===== config.mk =====
export PLATFORM = sky130hd
export DESIGN_NAME = uart_alu_interface
export DESIGN_NICKNAME = d
export VERILOG_FILES = /design/src/rtl/uart_alu_interface.sv
export SDC_FILE = /design/constraint.sdc
export NUM_CORES = 1
export LEC_CHECK = 0
export BUFFER_PORTS_ARGS = -buffer_cell sky130_fd_sc_hd__buf_2
export CORE_MARGIN = 3
export CORE_UTILIZATION = 40
export DETAILED_ROUTE_END_ITERATION = 12
export PLACE_DENSITY = 0.7
export SLEW_MARGIN = 5
export SYNTH_ARGS = -nofsm -noshare
export SYNTH_HDL_FRONTEND = slang
export SYNTH_SLANG_ARGS = --single-unit

===== constraint.sdc =====
create_clock -name i_clk -period 3.27 [get_ports i_clk]
set_input_delay 0.1635 -clock i_clk [delete_from_list [all_inputs] [get_ports i_clk]]
set_output_delay 0.1635 -clock i_clk [all_outputs]
set_load 0.02 [all_outputs]

===== src/rtl/uart_alu_interface.sv =====
// ---------------------------------------------------------------------------
// uart_alu_interface
//
// Purpose:
//    Collects three bytes from a UART receiver: operand A, operand B and an
//    opcode. The operands and opcode are presented to an external
//    combinational ALU. The ALU result is captured and handed to a UART
//    transmitter. The block then waits for the transmitter to finish before
//    it accepts the next frame.
//
// Optional feature:
//    Define the macro INTF_TIMEOUT_EN to build an inter-byte timeout. When the
//    macro is undefined, no counter is built and o_timeout is tied to 0.
//
// Ports:
//    i_clk         in   1               clock, rising edge
//    i_reset       in   1               asynchronous active-high reset
//    i_rx_done     in   1               one-cycle pulse: i_rx_data is valid
//    i_rx_data     in   SIZE_TRAMA_BIT  received byte
//    i_alu_result  in   SIZE_TRAMA_BIT  combinational ALU result
//    i_tx_done     in   1               one-cycle pulse: transmit finished
//    o_alu_a       out  SIZE_TRAMA_BIT  registered operand A
//    o_alu_b       out  SIZE_TRAMA_BIT  registered operand B
//    o_alu_op      out  SIZE_OP         registered opcode
//    o_tx_data     out  SIZE_TRAMA_BIT  registered result byte
//    o_tx_start    out  1               one-cycle transmit request
//    o_busy        out  1               a result is in flight
//    o_overrun     out  1               sticky: a byte arrived while busy
//    o_timeout     out  1               one-cycle pulse: frame abandoned
// ---------------------------------------------------------------------------
module uart_alu_interface #(
   parameter int SIZE_TRAMA_BIT = 8,
   parameter int SIZE_OP        = 6,
   parameter int TIMEOUT_CYCLES = 1000000
) (
   input  logic                      i_clk,
   input  logic                      i_reset,
   input  logic                      i_rx_done,
   input  logic [SIZE_TRAMA_BIT-1:0] i_rx_data,
   input  logic [SIZE_TRAMA_BIT-1:0] i_alu_result,
   input  logic                      i_tx_done,
   output logic [SIZE_TRAMA_BIT-1:0] o_alu_a,
   output logic [SIZE_TRAMA_BIT-1:0] o_alu_b,
   output logic [SIZE_OP-1:0]        o_alu_op,
   output logic [SIZE_TRAMA_BIT-1:0] o_tx_data,
   output logic                      o_tx_start,
   output logic                      o_busy,
   output logic                      o_overrun,
   output logic                      o_timeout
);

   // One-hot state bit positions
   localparam int ST_WAIT_A  = 0;
   localparam int ST_WAIT_B  = 1;
   localparam int ST_WAIT_OP = 2;
   localparam int ST_RESULT  = 3;
   localparam int ST_SEND    = 4;
   localparam int ST_WAIT_TX = 5;

   logic [5:0]                r_state;
   logic [5:0]                w_state_next;
   logic [SIZE_TRAMA_BIT-1:0] r_alu_a;
   logic [SIZE_TRAMA_BIT-1:0] r_alu_b;
   logic [SIZE_OP-1:0]        r_alu_op;
   logic [SIZE_TRAMA_BIT-1:0] r_tx_data;
   logic                      r_overrun;
   logic                      w_busy;
   logic                      w_expire;

   // ------------------------------------------------------------------------
   // Inter-byte timeout
   // ------------------------------------------------------------------------
`ifdef INTF_TIMEOUT_EN
   localparam int CNT_W = (TIMEOUT_CYCLES > 2) ? $clog2(TIMEOUT_CYCLES) : 1;

   logic [CNT_W-1:0] r_cnt;
   logic             r_timeout;
   logic             w_waiting;

   assign w_waiting = r_state[ST_WAIT_B] | r_state[ST_WAIT_OP];

   // A byte arriving in the expiry cycle is accepted, so it suppresses expiry.
   assign w_expire = w_waiting && !i_rx_done &&
                     (r_cnt == CNT_W'(TIMEOUT_CYCLES - 1));

   always_ff @(posedge i_clk or posedge i_reset) begin
      if (i_reset) begin
         r_cnt     <= '0;
         r_timeout <= 1'b0;
      end else begin
         r_timeout <= w_expire;
         if (w_waiting && !i_rx_done && !w_expire) begin
            r_cnt <= r_cnt + 1'b1;
         end else begin
            r_cnt <= '0;
         end
      end
   end

   assign o_timeout = r_timeout;
`else
   assign w_expire  = 1'b0;
   assign o_timeout = 1'b0;
`endif

   // ------------------------------------------------------------------------
   // FSM: state register
   // ------------------------------------------------------------------------
   always_ff @(posedge i_clk or posedge i_reset) begin
      if (i_reset) begin
         r_state <= 6'b000001;
      end else begin
         r_state <= w_state_next;
      end
   end

   // ------------------------------------------------------------------------
   // FSM: next-state logic
   // ------------------------------------------------------------------------
   always_comb begin
      w_state_next = '0;
      case (1'b1)
         r_state[ST_WAIT_A]: begin
            if (i_rx_done) w_state_next[ST_WAIT_B] = 1'b1;
            else           w_state_next[ST_WAIT_A] = 1'b1;
         end
         r_state[ST_WAIT_B]: begin
            if (i_rx_done)     w_state_next[ST_WAIT_OP] = 1'b1;
            else if (w_expire) w_state_next[ST_WAIT_A]  = 1'b1;
            else               w_state_next[ST_WAIT_B]  = 1'b1;
         end
         r_state[ST_WAIT_OP]: begin
            if (i_rx_done)     w_state_next[ST_RESULT]  = 1'b1;
            else if (w_expire) w_state_next[ST_WAIT_A]  = 1'b1;
            else               w_state_next[ST_WAIT_OP] = 1'b1;
         end
         r_state[ST_RESULT]: w_state_next[ST_SEND]    = 1'b1;
         r_state[ST_SEND]:   w_state_next[ST_WAIT_TX] = 1'b1;
         r_state[ST_WAIT_TX]: begin
            if (i_tx_done) w_state_next[ST_WAIT_A]  = 1'b1;
            else           w_state_next[ST_WAIT_TX] = 1'b1;
         end
         // Any corrupted encoding recovers to the idle state.
         default: w_state_next[ST_WAIT_A] = 1'b1;
      endcase
   end

   // ------------------------------------------------------------------------
   // FSM: output decode
   // ------------------------------------------------------------------------
   always_comb begin
      o_tx_start = r_state[ST_SEND];
      w_busy     = r_state[ST_RESULT] | r_state[ST_SEND] | r_state[ST_WAIT_TX];
   end

   // ------------------------------------------------------------------------
   // Datapath registers
   // ------------------------------------------------------------------------
   always_ff @(posedge i_clk or posedge i_reset) begin
      if (i_reset) begin
         r_alu_a   <= '0;
         r_alu_b   <= '0;
         r_alu_op  <= '0;
         r_tx_data <= '0;
         r_overrun <= 1'b0;
      end else begin
         if (r_state[ST_WAIT_A] && i_rx_done) begin
            r_alu_a   <= i_rx_data;
            r_overrun <= 1'b0;
         end
         if (r_state[ST_WAIT_B] && i_rx_done) begin
            r_alu_b <= i_rx_data;
         end
         if (r_state[ST_WAIT_OP] && i_rx_done) begin
            r_alu_op <= i_rx_data[SIZE_OP-1:0];
         end
         // Operands settled one cycle ago, so the ALU output is stable here.
         if (r_state[ST_RESULT]) begin
            r_tx_data <= i_alu_result;
         end
         // Bytes arriving while a result is in flight are dropped.
         if (w_busy && i_rx_done) begin
            r_overrun <= 1'b1;
         end
      end
   end

   assign o_alu_a   = r_alu_a;
   assign o_alu_b   = r_alu_b;
   assign o_alu_op  = r_alu_op;
   assign o_tx_data = r_tx_data;
   assign o_busy    = w_busy;
   assign o_overrun = r_overrun;

   // Opcode bits above SIZE_OP and, without the timeout, TIMEOUT_CYCLES are
   // intentionally unused.
   logic w_unused;
   assign w_unused = ^i_rx_data | (TIMEOUT_CYCLES == 0);

endmodule

Word level (Yosys, flattened, before mapping)

Cells that the tools add are included.
Widths: inputs -> output; s select.

Bitwise operators: 2
Reduce and logical (&&, ||, !) cells: 5
Mux-type cells: 31

Operator list:

| operator          | number |
|---|---|
| $mux 1            | 30 |
| $logic_and 1x1->1 | 4 |
| $mux 2            | 1 |
| $or 1x1->1        | 2 |
| $reduce_bool 2->1 | 1 |

Word-level logic and storage cells: 44
Flip-flop bits (word level): 37
Output and inout bits: 34

Depth between registers and ports, before layout

Gate-level depths: netlist (run 1).

Word-level depth: 7
Gate-level depth with buffers: 3

Worst setup path before layout (run 1)

Ideal clock, no wire load.

Kind: register to register
Start point: register r_state[3]
End point: register r_overrun (netlist: o_overrun)
Arrival: 1.214 ns
Path buffers: 1
Path slack: 1.935 ns
Setup time: 0.121 ns
Stages on the path, launching flop included: 4
Required time: 3.149 ns
Cells stage by stage: dfrtp_1 buf_2 or3_1 a22o_1

Cells in the longest elaborated chain, start to end: 4
Elaborated cells between the ends (all ways): 5
Those cells by class: 1 x mux; 2 x bitwise; 2 x reduce/logical

Ends and longest elaborated chain:

| item                                        | RTL line | source |
|---|---|---|
| from (decl)                                 | 60       | `logic [5:0] r_state;` |
| from (signal assigned)                      | 113      | `r_state <= w_state_next;` |
| $or 1x1->1 (*) (2 in a row)                 | 153      | `w_busy = r_state[ST_RESULT] \| r_state[ST_SEND] \| r_state[ST_WAIT_TX];` |
| via o_busy                                  | 47       | `output logic o_busy,` |
| $logic_and 1x1->1 (*)                       | 182      | `if (w_busy && i_rx_done) begin` |
| $mux 1 or $reduce_bool 2->1 (tied branches) | --       |  |
| to (signal assigned)                        | 165      | `r_overrun <= 1'b0;` |
| to (signal assigned)                        | 169      | `r_overrun <= 1'b0;` |
| to (signal assigned)                        | 183      | `r_overrun <= 1'b1;` |
| to (decl)                                   | 66       | `logic r_overrun;` |

Mark *: on every way through the listed nets, which the timed path passes. The rest lies on a longest branch.
A chain may end at the register's enable or synchronous reset.

Final worst setup path (run 1)

Start point: register r_state[3]
End point: output port o_busy

Cells in the longest elaborated chain, start to end: 2

Ends and longest elaborated chain:

| item                    | RTL line |
|---|---|
| $or 1x1->1 (2 in a row) | 153 |
| to (decl)               | 47 |

No other way between the ends.

==> results of run 1 <==
-- flip-flops by register name, summed over array words and instances, names as in the netlist --
signal	flops
o_alu_a	8
o_overrun	1
r_state	6
o_alu_op	6
o_alu_b	8
o_tx_data	8
-- stage by stage --
step	hold slack (ps)	instance area, um^2	worst slack (ps)	utilization
global placement	278	1710	1910	0.533
detailed placement	284	1710	1850	0.533
floorplan	314	1400	1940	-
CTS	44.7	1770	1610	0.554
finish	60.1	1770	1630	0.554
global route	45.5	1770	1570	0.554
-- final timing paths --
kind | depth (start not counted) | slack [ps] | endpoint
setup / recovery | 2 | 1630 | o_busy
hold / removal | 2 | 60 | o_tx_data[1]
setup reg to reg | 2 | 1840 | r_state[0]
hold reg to reg | 1 | 490 | r_state[4]
max in group asynchronous | 4 | 2480 | r_state[0]
min in group asynchronous | 4 | 460 | o_tx_data[4]
-- cell type report --
class | count | area [um^2]
Fill cell | 293 | 1430
Tap cell | 44 | 55.1
Timing Repair Buffer | 54 | 278
Sequential cell | 37 | 927
Clock buffer | 7 | 55.1
Multi-Input combinational cell | 46 | 450
Inverter | 2 | 7.51
-- placed cells by master, fill, tap and decap left out, drive strengths merged --
master and count:
conb 1, o21ba 1, a22o 1, o21ai 1
nor2b 1, clkbuf 7, nand2 3, nor4b 1
dfrtp 36, o32ai 1, dlygate4sd3 1, or3b 1
or4 1, mux2 30, inv 2, nand2b 1
a21oi 1, buf 53, or3 1, dfstp 1
nor3 1
-- power groups by stage --
stage | logic [mW] | registers, mW | clock network [mW]
final | 0.758 | 0.782 | 0.231
after detailed placement | 0.771 | 0.794 | 0
after global routing | 0.808 | 0.813 | 0.266
after CTS | 0.772 | 0.786 | 0.243
after floorplan | 0.263 | 1.02 | 0
after global placement | 0.750 | 0.784 | 0
-- layer usage --
| metal | vias up | GRT usage | wire (um) |
|---|---|---|---|
| met4 | 0 | 0.0699 | 49 |
| met3 | 7 | 0.0547 | 243 |
| li1 | 421 | - | - |
| met5 | - | 0 | 0 |
| met2 | 40 | 0.234 | 1280 |
| met1 | 441 | 0.144 | 1030 |
-- cell families (layout without fill, tap and decap cells) --
| logic type | after synthesis | in the layout |
|---|---|---|
| DFF | 37 | 37 |
| muxes | 30 | 30 |
| and+or+nand+nor | 10 | 10 |
| AOI/OAI and AO/OA | 5 | 5 |
| buffers and inverters | 5 | 63 |
| other | 1 | 1 |
==> key figures, run 1 <==
Setup path
  • Worst Setup SP: r_state[3]
  • Crit Path Max Fanout: 11
  • Slowest-stage cell, CP: dfrtp_1
  • Crit path buf inv count: 1
  • CP Data Required Time: 3110 ps
  • Setup CP Type: flip-flop to primary output
  • Worst Setup Start Kind: flip-flop
  • CP top delay family: flip-flops
  • Slowest stage delay, CP: 530 ps
  • Cells along the critical path: or3_1, buf_2
  • Crit. End Element: primary output
  • Worst EP arrival: 1480 ps
  • RR Startpoint: r_state[3]

Floorplan
  • Core area: 0.00320 mm^2
  • Die area: 0.00425 mm^2
  • Rows: 20
  • DIE WIDTH: 65.2 um
  • Die height: 65.2 um
  • # IOs: 54
  • Initial Util: 0.438

Timing
  • Max Freq: 0.610 GHz
  • Skew final: 4.72 ps
  • Final period util: 0.501
  • Final setup violation count: 0
  • Final hold vios: 0
  • Fin Setup TNS: 0 ps
  • RSZ-0062 raised after global routing: false
  • Tmin final: 1640 ps
  • Slew Limit Fails: 0

Hold path
  • Hold Path Class: input port to flip-flop
  • Hold_sp: i_alu_result[1]

Yosys
  • Synth top area cells: dfrtp_1 64%, mux2_2 24%, dfstp_2 1.9%, o32ai_2 1.2%, nand2_1 0.80%
  • Synth top area share: 0.642
  • Yosys warns: 0
  • Synth top cells by count: 36 x dfrtp_1, 30 x mux2_2, 3 x nand2_1
  • Multiplexer area fraction after synthesis: 0.241
  • Yosys cell types: 20
  • Post-synth net total: 108
  • Main combinational cell family by area after synthesis: multiplexers
  • Syn Inst Count: 88
  • Post-Synth Adder-Cell Area: 0
  • Synth Area in XOR/XNOR: 0
  • Yosys reg bits: 37
  • Synth Area in Compound Gates: 0.0321
  • Primary FF master, synth: dfrtp_1
  • Post-Synth Simple-Gate Area: 0.0455
  • Post-Syn Area per Cell: 15.9 um^2
  • Seq/Total Area, Yosys: 0.661
  • EDFF count, synth: 0
  • Fraction of registers with async set/reset: 1.00
  • Most common cell in the netlist: dfrtp_1
  • Synth Cell Area: 0.00140 mm^2
  • Leading area contributor after synthesis: dfrtp_1

Drt
  • TritonRoute pass-1 iters: 4
  • Vias: 909
  • Residual DRC: 0
  • DR iter-0 viols: 34
  • Post-DR vias/cell: 4.78
  • ANT nets after route: 0
  • Routed len/inst: 13.7 um
  • Final WL: 2600 um

Pwr
  • Leak: 0.904 nW
  • Pwr Total: 1.77 mW
  • Clk network pwr share: 0.131
  • Combinational share of power: 0.428
  • Internal Power: 1.10 mW
  • Maximum vdd drop: 513 uV
  • Net Switching: 0.670 mW
  • Ratio of total power to cell area: 999 mW/mm^2
  • Sequential share of power: 0.442
  • Sw frac: 0.378

CTS
  • Clock transition at the registers of the reported paths: 100 ps
  • # clock sinks: 37
  • Post-CTS Setup Repair Bufs: 0
  • Skew-Pair Late Insertion Delay: 330 ps
  • Post-CTS Resized: 0
  • CTS H-Tree Depth: 2
  • CTS Buf Count: 5
  • Post-CTS Hold Buffers: 1
  • CTS tree: done
  • Clock Tree Buf Depth: 2
  • Clock Root Buffer: clkbuf_4

Cells and area
  • Layout cells sized above 1: 0.630
  • Antenna Cells: 0
  • Post-route non-filler standard cell count: 190
  • Layout Nets: 166
  • Area grow syn2layout: 26.4%

Global route
  • First-pass GRT wire length: 4280 um
  • Largest net degree at the start of global routing: 38
  • Vias in the first global route: 966
  • Antenna violations before repair: 0
  • Total track usage: 0.137
  • GRT overflow: 0

Placed design
  • Routability congestion estimate: 0.609
  • Port bufs: 52
  • Post-DP HPWL: 1970 um
  • Placed insts: 182

Flow run
  • Max-cap violation count: 0

Run status
  • Run status: complete, no violations
(Power assumes the default switching activity.)
==> inputs of run 2 (changes only) <==
- PLACE_DENSITY: 0.7 -> 0.73
- clock period: 3.27 -> 1.4 ns (I/O delays scaled with it)
==> key figures, run 2 (synthesis results as in run 1) <==
Setup path
  • Worst EP arrival: 1650 ps (was 1480 ps)
  • Cells along the critical path: buf_4, or4_4, o32ai_2 (was or3_1, buf_2)
  • Setup CP Type: flip-flop to flip-flop (was flip-flop to primary output)
  • CP Data Required Time: 1640 ps (was 3110 ps)
  • CP top delay family: simple AND/OR/NAND/NOR gates (was flip-flops)
  • Crit Path Max Fanout: 2 (was 11)
  • Worst Setup Start Kind: flip-flop (unchanged)
  • Crit path buf inv count: 1 (unchanged)
  • Slowest stage delay, CP: 530 ps (about the same)
  • Crit. End Element: flip-flop (was primary output)
  • Slowest-stage cell, CP: or4_4 (was dfrtp_1)

Cells and area
  • Antenna Cells: 0 (unchanged)
  • Area grow syn2layout: 40.8% (was 26.4%)
  • Layout Nets: 187 (was 166)
  • Final core utilization: 0.616 (was 0.554)
  • Commonest non-fill, non-tap cell in the layout: buf_2 (unchanged)
  • Fillers: 275 (was 293)
  • Post-layout instance area: 0.00197 mm^2 (was 0.00177 mm^2)
  • Layout cells sized above 1: 0.571 (was 0.630)
  • Commonest non-fill, non-tap cells in the layout: 51 x buf_2, 36 x dfrtp_1, 30 x mux2_2 (was 52 x buf_2, 36 x dfrtp_1, 30 x mux2_2)

Placed design
  • Routability congestion estimate: 0.683 (was 0.609)
  • Post-DP HPWL: 2020 um (was 1970 um)
  • Post-place instance area: 0.00172 mm^2 (was 0.00171 mm^2)
  • Port bufs: 52 (unchanged)

Global route
  • Total track usage: 0.151 (was 0.137)
  • Largest net degree at the start of global routing: 20 (was 38)
  • GRT overflow: 0 (unchanged)
  • Vias in the first global route: 1042 (was 966)
  • Antenna violations before repair: 0 (unchanged)
  • First-pass GRT wire length: 4840 um (was 4280 um)

Drt
  • ANT nets after route: 0 (unchanged)
  • TritonRoute pass-1 iters: 4 (unchanged)
  • Routed len/inst: 13.5 um (was 13.7 um)
  • DR iter-0 viols: 18 (was 34)
  • Vias: 989 (was 909)
  • Post-DR vias/cell: 4.67 (was 4.78)
  • Final WL: 2870 um (was 2600 um)
  • Residual DRC: 0 (unchanged)

Pwr
  • Sequential share of power: 0.435 (was 0.442)
  • Leak: 0.989 nW (was 0.904 nW)
  • Net Switching: 1.60 mW (was 0.670 mW)
  • Maximum vdd drop: 1000 uV (was 513 uV)
  • Ratio of total power to cell area: 2120 mW/mm^2 (was 999 mW/mm^2)
  • Internal Power: 2.58 mW (was 1.10 mW)
  • Sw frac: 0.383 (was 0.378)
  • Combinational share of power: 0.441 (was 0.428)
  • Clk network pwr share: 0.124 (was 0.131)

Floorplan
  • Core area: 0.00320 mm^2 (unchanged)
  • Die area: 0.00425 mm^2 (unchanged)
  • Die height: 65.2 um (unchanged)
  • Rows: 20 (unchanged)
  • Initial Util: 0.438 (unchanged)
  • # IOs: 54 (unchanged)
  • DIE WIDTH: 65.2 um (unchanged)

CTS
  • Skew-Pair Late Insertion Delay: 330 ps (about the same)
  • CTS tree: done (unchanged)
  • Clock transition at the registers of the reported paths: 100 ps (about the same)
  • CTS H-Tree Depth: 2 (unchanged)
  • CTS Buf Count: 5 (unchanged)
  • # clock sinks: 37 (unchanged)
  • Clock Tree Buf Depth: 2 (unchanged)
  • Clock Root Buffer: clkbuf_4 (unchanged)

Run status
  • Run status: complete, but fails checks (was complete, no violations)
  • Failing checks: negative setup slack

Timing
  • Max Freq: 0.709 GHz
  • Final period util: 1.01
  • Final hold vios: 0 (unchanged)
  • Final setup violation count: 1 (was 0)
  • Final worst slack: -10.4 ps (was 1630 ps)
  • RSZ-0062 raised after global routing: true (was false)
  • Slew Limit Fails: 0 (unchanged)
  • Tmin final: 1410 ps
  • Skew final: 2.32 ps (was 4.72 ps)

Hold path
  • Hold Path Class: input port to flip-flop (unchanged)

Flow run
  • Max-cap violation count: 0 (unchanged)
-- run 2: cell types whose count changed in the layout (fill, tap and decap cells not counted) --
cell           before  now
buf_2              52   51
clkbuf_8            1    0
or3_4               0    1
clkbuf_1            1    3
or3_1               1    0
buf_4               1    6
dlygate4sd3_1       1   18
-- run 2: per-layer routing --
layer	vias up	GRT usage	share of wire
li1	468	-	-
met1	490	0.169	0.39
met3	7	0.0513	0.053
met4	0	0.0725	0.017
met5	-	0	0
met2	24	0.255	0.54
-- run 2: final timing paths --
path,startpoint,to,slack [ps],depth (start not counted)
hold / removal,i_tx_done,r_state[5],70,3
setup reg to reg,r_state[3],r_state[0],-10,3
min in group asynchronous,i_reset,o_alu_op[5],310,4
max in group asynchronous,i_reset,r_state[0],830,4
setup / recovery,r_state[3],r_state[0],-10,3
hold reg to reg,r_state[2],r_state[4],500,1
-- run 2: power groups by stage --
stage	clock network, mW	registers [mW]	logic, mW
finish	0.518	1.82	1.84
global route	0.590	1.89	1.96
CTS	0.539	1.83	1.86
detailed placement	0	1.84	1.81
global placement	0	1.82	1.77
floorplan	0	2.39	0.615
-- run 2: layout make-up --
cell class              count  area [um^2]  area share
clock buffers               8         48.8      0.0247
inverters                   2         7.51     0.00380
multi-input cells          46          455       0.231
flip-flops and latches     37          927       0.470
well taps                  44         55.1      0.0279
repair buffers             75          480       0.243
-- run 2: through the flow --
stage | setup WS [ps] | total power [mW] | hold WS [ps] | instances | setup TNS, ps
3_5_place_dp | 63.3 | 3.66 | 127 | 184 | 0
6_report | -10.4 | 4.18 | 72.5 | 212 | -10.4
5_1_grt | -12.7 | 4.44 | 66.8 | 212 | -12.7
3_3_place_gp | 114 | 3.58 | 121 | 184 | 0
2_1_floorplan | 65.1 | 3.01 | 221 | 88 | 0
4_1_cts | 0.125 | 4.22 | 51.0 | 211 | 0
-- run 2: timing repair --
| item | in CTS | in global routing |
|---|---|---|
| hold buffers | 18 | 0 |
| buffers inserted | 1 | 1 |
| hold endpoints to repair | 66 | 0 |
| endpoints found under the setup margin | 1 | 1 |
| gates resized for setup | 0 | 2 |
| pin swaps | 0 | 0 |
-- run 2: worst register-to-register path, stage by stage (launching register included) --
cell     delay, ps
dfrtp_1        400
buf_4          140
or4_4          530
o32ai_2        250
